==> src/rtl/des_sched.sv <==
// des_sched: front-end scheduler for the DES encrypt/decrypt codecs.
// Issues valid/ready requests to the selected codec, holds codec keys stable
// while results are outstanding, bounds in-flight work by response-FIFO
// credit and returns results in issue order.
// Optional macro DES_SCHED_ERR_EN: adds a sticky err output flagging stray or
// simultaneous codec results (both simultaneous results are then captured).
module des_sched #(
    parameter int LAT   = 17,
    parameter int DEPTH = 4
) (
    input  logic        clk,
    input  logic        rst_n,
    input  logic        req_valid,
    output logic        req_ready,
    input  logic [63:0] req_data,
    input  logic [63:0] req_key,
    input  logic        req_mode,
    output logic [63:0] enc_data_i,
    output logic        enc_valid_i,
    output logic [63:0] enc_key,
    input  logic [63:0] enc_data_o,
    input  logic        enc_valid_o,
    output logic [63:0] dec_data_i,
    output logic        dec_valid_i,
    output logic [63:0] dec_key,
    input  logic [63:0] dec_data_o,
    input  logic        dec_valid_o,
    output logic        rsp_valid,
    input  logic        rsp_ready,
    output logic [63:0] rsp_data,
    output logic        rsp_mode
`ifdef DES_SCHED_ERR_EN
    ,
    output logic        err
`endif
);
    localparam int PW   = $clog2(DEPTH);
    localparam int CW   = $clog2(DEPTH + 1);
    // A request stays in flight for LAT+1 cycles, so neither bound can be exceeded.
    localparam int MAXF = (DEPTH < LAT + 1) ? DEPTH : LAT + 1;
    localparam int IW   = $clog2(MAXF + 1);
    localparam int SW   = CW + 2;

    logic            run_reg;
    logic [IW-1:0]   inflight_enc_reg, inflight_dec_reg;
    logic [CW-1:0]   fifo_count_reg;
    logic [PW-1:0]   wr_ptr_reg, rd_ptr_reg, wr_ptr_nxt1;
    logic [63:0]     mem_data [DEPTH];
    logic            mem_mode [DEPTH];
    logic [63:0]     enc_data_i_reg, enc_key_reg, dec_data_i_reg, dec_key_reg;
    logic            enc_valid_i_reg, dec_valid_i_reg;

    logic [SW-1:0]   used_slots, free_slots;
    logic            credit_ok, key_ok, issue, pop;
    logic            enc_take, dec_live, dec_take, push0, push1;
    logic [1:0]      n_push;
    logic [63:0]     slot0_data;
    logic            slot0_mode;
    logic [DEPTH-1:0] wen0, wen1;

    // Credit counts every slot already promised: queued results plus work in the codecs.
    assign used_slots = SW'(fifo_count_reg) + SW'(inflight_enc_reg) + SW'(inflight_dec_reg);
    assign credit_ok  = used_slots < SW'(DEPTH);
    assign key_ok     = req_mode ? ((req_key == enc_key_reg) || (inflight_enc_reg == '0))
                                 : ((req_key == dec_key_reg) || (inflight_dec_reg == '0));
    assign req_ready  = run_reg && credit_ok && key_ok;
    assign issue      = req_valid && req_ready;

    assign rsp_valid  = (fifo_count_reg != '0);
    assign pop        = rsp_valid && rsp_ready;
    assign rsp_data   = mem_data[rd_ptr_reg];
    assign rsp_mode   = mem_mode[rd_ptr_reg];

    // Results arriving with nothing in flight on that codec are strays and are dropped.
    assign enc_take = enc_valid_o && (inflight_enc_reg != '0);
    assign dec_live = dec_valid_o && (inflight_dec_reg != '0);
`ifdef DES_SCHED_ERR_EN
    assign dec_take = dec_live;
`else
    assign dec_take = dec_live && !enc_valid_o;
`endif

    assign free_slots  = SW'(DEPTH) - SW'(fifo_count_reg) + SW'(pop);
    assign push0       = (enc_take || dec_take) && (free_slots != '0);
    assign push1       = enc_take && dec_take && (free_slots >= SW'(2));
    assign n_push      = {1'b0, push0} + {1'b0, push1};
    assign slot0_data  = enc_take ? enc_data_o : dec_data_o;
    assign slot0_mode  = enc_take;
    assign wr_ptr_nxt1 = wr_ptr_reg + PW'(1);

    genvar gi;
    generate
        for (gi = 0; gi < DEPTH; gi++) begin : g_wen
            assign wen0[gi] = push0 && (wr_ptr_reg == PW'(gi));
            assign wen1[gi] = push1 && (wr_ptr_nxt1 == PW'(gi));
        end
    endgenerate

    assign enc_data_i  = enc_data_i_reg;
    assign enc_valid_i = enc_valid_i_reg;
    assign enc_key     = enc_key_reg;
    assign dec_data_i  = dec_data_i_reg;
    assign dec_valid_i = dec_valid_i_reg;
    assign dec_key     = dec_key_reg;

    // Issue registers: one-cycle valid pulse, data/key loaded only on issue and held otherwise.
    always_ff @(posedge clk or negedge rst_n) begin
        if (!rst_n) begin
            run_reg         <= 1'b0;
            enc_valid_i_reg <= 1'b0;
            dec_valid_i_reg <= 1'b0;
            enc_data_i_reg  <= '0;
            dec_data_i_reg  <= '0;
            enc_key_reg     <= '0;
            dec_key_reg     <= '0;
        end else begin
            run_reg         <= 1'b1;
            enc_valid_i_reg <= issue && req_mode;
            dec_valid_i_reg <= issue && !req_mode;
            if (issue && req_mode) begin
                enc_data_i_reg <= req_data;
                enc_key_reg    <= req_key;
            end
            if (issue && !req_mode) begin
                dec_data_i_reg <= req_data;
                dec_key_reg    <= req_key;
            end
        end
    end

    // In-flight counters: up on issue, down when that codec returns a live result.
    always_ff @(posedge clk or negedge rst_n) begin
        if (!rst_n) begin
            inflight_enc_reg <= '0;
            inflight_dec_reg <= '0;
        end else begin
            inflight_enc_reg <= inflight_enc_reg + IW'(issue && req_mode) - IW'(enc_take);
            inflight_dec_reg <= inflight_dec_reg + IW'(issue && !req_mode) - IW'(dec_live);
        end
    end

    // FIFO pointers and occupancy; pointers wrap naturally at the power-of-2 depth.
    always_ff @(posedge clk or negedge rst_n) begin
        if (!rst_n) begin
            wr_ptr_reg     <= '0;
            rd_ptr_reg     <= '0;
            fifo_count_reg <= '0;
        end else begin
            wr_ptr_reg     <= wr_ptr_reg + PW'(n_push);
            rd_ptr_reg     <= rd_ptr_reg + PW'(pop);
            fifo_count_reg <= fifo_count_reg + CW'(n_push) - CW'(pop);
        end
    end

    // FIFO storage: slot 0 takes enc (or dec), slot 1 takes dec when both arrive together.
    always_ff @(posedge clk or negedge rst_n) begin
        if (!rst_n) begin
            for (int i = 0; i < DEPTH; i++) begin
                mem_data[i] <= '0;
                mem_mode[i] <= 1'b0;
            end
        end else begin
            for (int i = 0; i < DEPTH; i++) begin
                if (wen0[i]) begin
                    mem_data[i] <= slot0_data;
                    mem_mode[i] <= slot0_mode;
                end else if (wen1[i]) begin
                    mem_data[i] <= dec_data_o;
                    mem_mode[i] <= 1'b0;
                end
            end
        end
    end

`ifdef DES_SCHED_ERR_EN
    logic err_reg;
    assign err = err_reg;

    // Sticky error: simultaneous codec results or a result with nothing in flight.
    always_ff @(posedge clk or negedge rst_n) begin
        if (!rst_n) begin
            err_reg <= 1'b0;
        end else if ((enc_valid_o && dec_valid_o) ||
                     (enc_valid_o && (inflight_enc_reg == '0)) ||
                     (dec_valid_o && (inflight_dec_reg == '0))) begin
            err_reg <= 1'b1;
        end
    end
`endif

endmodule

==> config.mk <==
export PLATFORM = sky130hd
export DESIGN_NAME = des_sched
export DESIGN_NICKNAME = d
export VERILOG_FILES = /design/src/rtl/des_sched.sv
export SDC_FILE = /design/constraint.sdc
export NUM_CORES = 1
export LEC_CHECK = 0
export CORE_MARGIN = 3
export CORE_UTILIZATION = 45
export CTS_CLUSTER_SIZE = 30
export DETAILED_ROUTE_END_ITERATION = 10
export PLACE_DENSITY = 0.89
export SLEW_MARGIN = 10
export SYNTH_ARGS = -nofsm -noshare
export SYNTH_HDL_FRONTEND = slang
export SYNTH_SLANG_ARGS = --single-unit
export TNS_END_PERCENT = 5
==> constraint.sdc <==
create_clock -name clk -period 3.84 [get_ports clk]
set_input_delay 0.768 -clock clk [delete_from_list [all_inputs] [get_ports clk]]
set_output_delay 0.768 -clock clk [all_outputs]
set_load 0.1 [all_outputs]
==> After elaboration in Yosys (flattened, before gate mapping) <==
Index checks and enable logic that the tools add are counted.
{ "classes": {"magnitude_cmp": 3, "n_reduce_logical": 37, "n_eq_ne": 8, "mux": 24, "n_bitwise": 1, "add_sub_neg": 14} }
{ "ops": {"columns": ["cell", "n"], "rows": [
  ["$mux W64", 11],
  ["$bmux W64 S2", 1],
  ["$eq A64 B64 Y1", 2],
  ["$logic_and A1 B1 Y1", 20],
  ["$mux W1", 11],
  ["$reduce_bool A3 Y1", 3],
  ["$sub A3 B1 Y3", 3],
  ["$eq A2 B2 Y1 const B", 4],
  ["$reduce_bool A2 Y1", 4],
  ["$add A3 B1 Y3", 2],
  ["$logic_not A3 Y1", 2],
  ["$add A4 B2 Y5", 1],
  ["$add A4 B3 Y5", 1],
  ["$ge A5 B2 Y1 const B", 1],
  ["$lt A5 B3 Y1 const B", 1],
  ["$reduce_bool A5 Y1", 1],
  ["$add A3 B3 Y4", 1],
  ["$eq A2 B1 Y1 const B", 2],
  ["$logic_not A2 Y1", 2],
  ["$sub A3 B3 Y4 const A", 1],
  ["$add A3 B2 Y3", 1],
  ["$ge A3 B3 Y1 const B", 1],
  ["$logic_or A1 B1 Y1", 3],
  ["$not A2 Y3", 1],
  ["other kinds (6)", 7]
]} }
{ "word_totals": {"inputBits": 263, "out_inout_bits": 325, "reg_bits": 532, "wordCells": 107} }

==> Logic depth before layout (Yosys ltp) <==
Gate-level depths: netlist of run 1.
{ "logic_depth": {"ltp_word": 9, "ltp_mapped": 19, "depth_no_buf": 17} }

==> Least setup slack after synthesis of run 1 <==
Ideal clock, no wire load.
{ "synth_timing": {"path_kind": "reg2out", "from": "reg enc_key_reg[55], in the netlist enc_key[55]", "to": "out req_ready", "t_arrival_ns": 4.142, "required_time_ns": 3.072, "stages_incl_launch_ff": 7, "setup_slack_ns": -1.070, "path_buffers": 0, "path_cell_list": "dfrtp_1 -> xor2_1 -> nor4_1 -> nand4_1 -> nor4_1 -> nor2_1 -> a211oi_1"} }
{ "synth_via": {"elab_chain_len": 4} }
{ "synth_rtl": {"columns": ["element", "line_no", "text"], "rows": [
  ["start: declaration", "50", "logic [63:0] enc_data_i_reg, enc_key_reg, dec_data_i_reg, dec_key_reg;"],
  ["start signal: assignment", "122", "enc_key_reg <= req_key;"],
  ["$eq A64 B64 Y1", "64", "assign key_ok = req_mode ? ((req_key == enc_key_reg) || (inflight_enc_reg == '0))"],
  ["$logic_or A1 B1 Y1", "64", null],
  ["$mux W1", "64", null],
  ["$logic_and A1 B1 Y1", "66", "assign req_ready = run_reg && credit_ok && key_ok;"],
  ["end: declaration", "14", "output logic req_ready,"]
]} }
Every way passes these cells.

==> Worst setup path after layout of run 1 <==
{ "layout_timing": {"from": "reg inflight_enc_reg[2]", "to": "reg enc_data_i_reg[58], in the netlist enc_data_i[58]"} }
{ "layout_via": {"elab_chain_len": 7, "elab_cells_between_ends": 10, "classes_between": "add/sub (2); order compare (1); mux (1); reduce/logical (6)"} }
{ "layout_rtl": {"columns": ["element", "line_no", "text"], "rows": [
  ["start: declaration", "45", "logic [IW-1:0] inflight_enc_reg, inflight_dec_reg;"],
  ["start signal: assignment", "137", "inflight_enc_reg <= inflight_enc_reg + IW'(issue && req_mode) - IW'(enc_take);"],
  ["$add A3 B3 Y4", "62", "assign used_slots = SW'(fifo_count_reg) + SW'(inflight_enc_reg) + SW'(inflight_dec_reg);"],
  ["$add A4 B3 Y5", "62", null],
  ["$lt A5 B3 Y1", "63", "assign credit_ok = used_slots < SW'(DEPTH);"],
  ["$logic_and A1 B1 Y1", "66", null],
  ["$logic_and A1 B1 Y1 *", "66", null],
  ["$logic_and A1 B1 Y1 *", "67", "assign issue = req_valid && req_ready;"],
  ["$logic_and A1 B1 Y1 *", "120", "if (issue && req_mode) begin"],
  ["end signal: assignment", "121", "enc_data_i_reg <= req_data;"],
  ["end: declaration", "50", null]
]} }
Every way passes the cells marked *; elsewhere a longest branch is shown, timed or not.
A chain may end at the register's enable or synchronous reset.

==> metrics.md, run 1 <==
| Metric | Value |
|---|---|
| First-pass GRT wire length | `112000 um` |
| Root buf cell | `clkbuf_16` |
| Std cell rows | `83` |
| Clock sinks | `around 530` |
| Startpoint types | `flop` |
| Num CTS Buffers | `54` |
| Flops & latches, synth | `~530` |
| Hold Vio Cnt, Final | `0` |
| Number of H-tree levels | `2` |
| Share of cells above drive strength 1 | `24.8%` |
| Largest Register | `mem_data` |
| Synth Flop Type | `dfrtp_1` |
| Critical Path, Cell by Cell | `inv_1 -> fa_1 -> inv_1 -> ha_1 -> inv_1 -> o31ai_1 -> a211oi_2 -> o211ai_1 -> buf_4 -> buf_16 -> mux2_2` |
| Least-Margin Pin Slew | `1.13 ns` |
| HPWL Detailed | `52000 um` |
| DRC viols | `0` |
| Post-Route Skew | `approximately 0.032 ns` |
| Max Freq | `about 260 MHz` |
| Worst setup path start | `inflight_enc_reg[2]` |
| Synth unique cells | `38` |
| Die X | `235 um` |
| Worst rel slew slack | `24.7%` |
| Family with the most delay on the worst path | `buffers and inverters` |
| Reg2reg setup slack | `0.03 ns` |
| Most frequent cells after synthesis | `532 x dfrtp_1, 200 x nand2_1, 197 x o21ai_0` |
| Largest net degree at the start of global routing | `117` |
| Final min period | `3.81 ns` |
| Final WL | `72600 um` |
| Critical Path Sink | `enc_data_i[58]` |
| GRT overflow | `0` |
| Area grow syn2layout | `38.7%` |
| Vias in the first global route | `18900` |
| GRT Util Overall | `25.7%` |
| Io pins | `588` |
| Worst Path Required | `4.30 ns` |
| Initial antenna violation count | `30` |
| Final Max Tran Viols | `0` |
| Worst reg2reg path depth | `11` |
| Critical path depth in cells | `11` |
| Crit share post-route | `a little under 100%` |
| Worst Path Arrival | `4.27 ns` |
| Crit Path Class | `reg2reg` |
| Class of the worst hold path | `in2async` |
| Clock slew at reported path FFs | `0.06 ns` |
| Buf/Inv on CP | `5` |
| Worst setup EP type | `flop` |
| Final RePlAce weighted congestion | `0.931` |
| Max incr delay on CP | `0.54 ns` |
| Detailed-route via count | `17400` |
| Post-Synthesis Mean Instance Area | `13.1 um2` |
| NumNets Final | `2723` |
| Initial Util | `45.7%` |
| Drt first pass iters | `5` |
| I/O Buffers | `587` |
| Via density | `between 5 and 6` |
| Clk_lat worst skew | `0.60 ns` |
| Asr flop ratio synth | `between 90% and 100%` |
| Yosys top cell by area | `dfrtp_1` |
| Core Region | `between 50000 and 60000 um2` |
| Die H | `235 um` |
| RSZ-0062 raised after global routing | `true` |
| Most frequent CP cell | `inv_1` |
| CTS tree | `done` |
| Starting DRT DRC Count | `1129` |
| Post-CTS Hold Buffers | `0` |
| Cell with the most instances after synthesis | `dfrtp_1` |
| Maximum fanout along the worst path | `116` |
| Max cap viols | `0` |
| Die area | `55200 um2` |
| YS warnings | `0` |
| Reg-to-Reg End | `enc_data_i[58]` |
| Clock Path Buffers | `3` |
| CP max-delay cell | `fa_1` |
| Top-area cell type share of the netlist area | `between 50% and 60%` |
| DR WL/cell | `22.8 um` |
| Mapped Cells | `1805` |
| Ranking of synthesized cells by area | `dfrtp_1 56%, mux2_2 7.5%, mux4_2 6.2%` |
| Post-synth EDFFs | `0` |
| Antenna-violating nets left | `0` |
| Post-synthesis net count | `2088` |
| Worst hold slack | `between 0.2 and 0.3 ns` |
| RR Startpoint | `inflight_enc_reg[2]` |
| Final setup fails | `0` |
| Synth Cell Area | `23600 um2` |
| Sequential area share after synthesis | `56.5%` |
| Run status | `completed` |
| Largest register FFs | `256` |
-- cell type report --
type | instances | area, um2
well taps | 680 | 851
fillers | 3517 | 18900
multi-input cells | 1142 | 9860
diodes | 27 | 67.6
clock inverters | 14 | 160
flip-flops and latches | 532 | 13300
repair buffers | 685 | 6720
inverters | 25 | 93.8
clock buffers | 84 | 1630
-- layer usage --
layer,vias up,wire length [um],global-route usage [%]
met5,-,44,0
met4,6,3680,12.5
met3,203,6070,8.20
met2,781,36500,43.9
met1,8764,26300,29.2
li1,7601,-,-
-- metrics by stage --
stage	area [um2]	setup slack (ns)	cells	TNS [ns]	utilization, %
floorplan	23600	0.0746	1805	0	-
global placement	30600	-0.247	3063	-18.33	59.3
detailed placement	30600	-0.296	3063	-29.15	59.3
CTS	32400	0.00759	3161	0	62.8
global route	32700	-0.108	3187	-2.96	63.3
finish	32700	0.0256	3189	0	63.3
-- worst reg2reg max path: cells and delay by family, from the launching register on --
| family | cells | cell delay, ns |
|---|---|---|
| buf+inv | 5 | 1.09 |
| compound gates | 3 | 0.77 |
| mux | 1 | 0.63 |
| fa+ha+maj | 2 | 0.82 |
| flops | 1 | 0.39 |
-- cells in the final DEF, fill, tap and decap left out, types with 17 or more instances in the layout --
cell	count
dfrtp_1	530
clkdlybuf4s50_1	470
nand2_1	200
o21ai_0	197
buf_4	163
mux2_2	157
xor2_1	131
mux2_4	90
a21oi_1	65
mux4_2	65
nor2_1	65
mux2i_1	64
clkbuf_16	55
dlymetal6s2s_1	32
diode_2	27
inv_1	22
nor4_2	18
buf_12	17
-- cell families (layout without fill, tap and decap cells) --
group	count (synthesis)	after routing	share of synthesized area, %
XOR/XNOR	140	140	5.20
other	2	29	0.0319
multiplexers	386	386	22.6
AND/OR/NAND/NOR	321	321	5.72
flip-flops	532	532	56.5
adder cells (fa/ha/maj)	20	20	1.25
AO/OA/AOI/OAI	273	273	5.95
buffers and inverters	131	808	2.76
-- how the worst min path moves through the flow --
stage                              from       endpoint  cells past startpoint
after floorplan           mem_data[100]  mem_data[100]                      2
after global placement    mem_data[109]  mem_data[109]                      2
after detailed placement  mem_data[124]  mem_data[124]                      2
after CTS                         rst_n   mem_data[80]                      1
after global routing              rst_n  mem_data[212]                      1
final                             rst_n   mem_data[80]                      1
-- timing repair --
item                       CTS  global route
resized for setup           10            52
setup endpoints to repair    1           142
hold endpoints to repair     0             0
pin swaps                    4            25
setup buffers                0             1
Power of run 1 is left out: the tool's default activity adds up to more than one toggle a clock period on the data nets, which glitch-free logic cannot reach.
==> run 2: changes to the inputs <==
CELL_PAD_IN_SITES_DETAIL_PLACEMENT = 2   (was unset)
CELL_PAD_IN_SITES_GLOBAL_PLACEMENT = 2   (was unset)
CORE_UTILIZATION = 30   (was 45)
==> run 2 against run 1 <==
  * The flow now finishes with violations (negative setup slack)
  * Worst hold slack got worse by 0.066 ns
  * Setup slack got worse by 0.14 ns
  * Maximum frequency fell by 3.5%
  * Final area rose by 2.9%
  * Via count rose by 2.5%
  * Clock skew fell by 0.0094 ns
  * Critical endpoint is now req_ready
  * Largest cell class unchanged
==> metrics.md, run 2 (synthesis results as in run 1) <==
| Metric | Value |
|---|---|
| Num CTS Buffers | `61 (was 54)` |
| CTS tree | `done (unchanged)` |
| Hold Vio Cnt, Final | `0 (unchanged)` |
| DR WL/cell | `27.8 um (was 22.8 um)` |
| Final WL | `99300 um (was 72600 um)` |
| Share of cells above drive strength 1 | `26.3% (was 24.8%)` |
| Final RePlAce weighted congestion | `0.889 (was 0.931)` |
| Largest net degree at the start of global routing | `98 (was 117)` |
| Final Max Tran Viols | `0 (unchanged)` |
| Startpoint types | `input pin (was flop)` |
| Largest Register | `mem_data (unchanged)` |
| Worst rel slew slack | `23.1% (was 24.7%)` |
| Clk_lat worst skew | `0.62 ns (was 0.60 ns)` |
| HPWL Detailed | `67800 um (was 52000 um)` |
| NumNets Final | `2751 (was 2723)` |
| Least-Margin Pin Slew | `1.15 ns (was 1.13 ns)` |
| Die X | `286 um (was 235 um)` |
| Worst Path Required | `3.07 ns (was 4.30 ns)` |
| Std cell rows | `102 (was 83)` |
| Drt first pass iters | `4 (was 5)` |
| Area grow syn2layout | `42.6% (was 38.7%)` |
| Post-Route Skew | `0.0229 ns (was 0.0323 ns)` |
| Setup ws final | `-0.111 ns (was 0.0256 ns)` |
| I/O Buffers | `587 (unchanged)` |
| Die area | `82000 um2 (was 55200 um2)` |
| Die H | `286 um (was 235 um)` |
| Most common cell after layout, fill and taps aside | `dfrtp_1 (unchanged)` |
| Antenna-violating nets left | `0 (unchanged)` |
| Io pins | `588 (unchanged)` |
| Maximum fanout along the worst path | `2 (was 116)` |
| Most frequent cells in the layout | `530 x dfrtp_1, 458 x clkdlybuf4s50_1, 200 x nand2_1 (was 530 x dfrtp_1, 470 x clkdlybuf4s50_1, 200 x nand2_1)` |
| Run status | `finished, violations left (was completed)` |
| Number of H-tree levels | `2 (unchanged)` |
| Worst setup EP type | `primary output (was flop)` |
| Via density | `4.98 (was 5.44)` |
| Detailed-route via count | `17800 (was 17400)` |
| Core Region | `77600 um2 (was 51600 um2)` |
| Worst Path Arrival | `3.18 ns (was 4.27 ns)` |
| First-pass GRT wire length | `145000 um (was 112000 um)` |
| GRT overflow | `0 (unchanged)` |
| Final min period | `3.95 ns (was 3.81 ns)` |
| Starting DRT DRC Count | `774 (was 1129)` |
| Reg2reg setup slack | `-0.04 ns (was 0.03 ns)` |
| RSZ-0062 raised after global routing | `true (unchanged)` |
| Final Util | `43.3% (was 63.3%)` |
| Initial antenna violation count | `17 (was 30)` |
| Class of the worst hold path | `in2async (unchanged)` |
| Largest register FFs | `256 (unchanged)` |
| Max Freq | `253 MHz (was 262 MHz)` |
| Reg-to-Reg End | `inflight_dec_reg[2] (was enc_data_i[58])` |
| Violations in the final reports | `negative setup slack` |
| GRT Util Overall | `23.4% (was 25.7%)` |
| Initial Util | `30.4% (was 45.7%)` |
| RR Startpoint | `inflight_enc_reg[2] (unchanged)` |
| Max cap viols | `0 (unchanged)` |
| Root buf cell | `clkbuf_16 (unchanged)` |
| Worst reg2reg path depth | `16 (was 11)` |
| Crit Path Class | `in2out (was reg2reg)` |
| Clock Path Buffers | `3 (unchanged)` |
| Clock sinks | `532 (unchanged)` |
| Final setup fails | `12 (was 0)` |
| DRC viols | `0 (unchanged)` |
| Crit share post-route | `103% (was 99.3%)` |
| Vias in the first global route | `21400 (was 18900)` |
| Clock slew at reported path FFs | `0.06 ns (about the same)` |
run 2: cell types whose count changed in the layout (fill, tap and decap cells not counted), sizes merged:
cell           delta
clkinvlp          +1
buf               +7
diode            -16
bufinv            +1
clkdlybuf4s15     +5
dlygate4sd2      +46
clkdlybuf4s50    -12
clkbuf           +11
dlymetal6s2s     -27
clkinv            +6
run 2: final cells by class:
type                    count  area (um2)
multi-input cells        1142       10000
clock buffers              93        1840
diodes                     11        27.5
repair buffers            706        6790
well taps                1040        1300
flip-flops and latches    532       13300
inverters                  25        93.8
clock inverters            22         229
fillers                  7685       44000
run 2: per-layer routing:
metal / track usage, % / up-vias / part of all wire (%)
met2: 43.2 / 494 / 53
li1: - / 7628 / -
met1: 25.6 / 9435 / 37
met4: 11.1 / 4 / 5.2
met3: 4.82 / 221 / 4.8
met5: 0 / - / 0.021
run 2: what timing repair did:
action | in CTS | in global routing
hold buffers | 0 | 0
endpoints found under the setup margin | 165 | 117
endpoints found under the hold margin | 0 | 0
pin swaps | 34 | 24
cloned | 1 | 0
resized for setup | 93 | 35
setup buffers | 2 | 9
run 2: how the worst max path moves through the flow:
stage | from | endpoint | slack [ns] | depth (start not counted)
6_report | req_key[56] | req_ready | -0.11 | 9
5_1_grt | req_key[56] | req_ready | -0.22 | 9
4_1_cts | fifo_count_reg[1] | inflight_dec_reg[2] | -0.0007 | 17
3_5_place_dp | req_key[29] | inflight_enc_reg[2] | -0.88 | 14
3_3_place_gp | req_key[29] | inflight_enc_reg[2] | -0.62 | 14
2_1_floorplan | inflight_dec_reg[1] | inflight_dec_reg[2] | 0.07 | 18
run 2: worst max-delay path: stages:
cell             delay [ns]
clkdlybuf4s50_1        0.47
xor2_1                 0.21
nor4_2                 0.36
nand4_1                0.25
nor4_4                 0.31
buf_4                  0.18
nor2_2                 0.06
a211oi_4               0.34
buf_12                 0.22
run 2: through the flow:
stage / area, um2 / setup TNS [ns] / setup slack, ns / std cells / hold WS (ns)
after global routing: 33600 / -6.15 / -0.219 / 3570 / 0.254
after CTS: 33400 / -0.000733 / -0.000733 / 3551 / 0.225
after global placement: 31100 / -77.91 / -0.622 / 3433 / 0.456
final: 33600 / -0.255 / -0.111 / 3571 / 0.205
after detailed placement: 31100 / -123.06 / -0.883 / 3433 / 0.473
after floorplan: 23600 / 0 / 0.0746 / 1805 / 0.445
Power of run 2 is left out for the same reason.
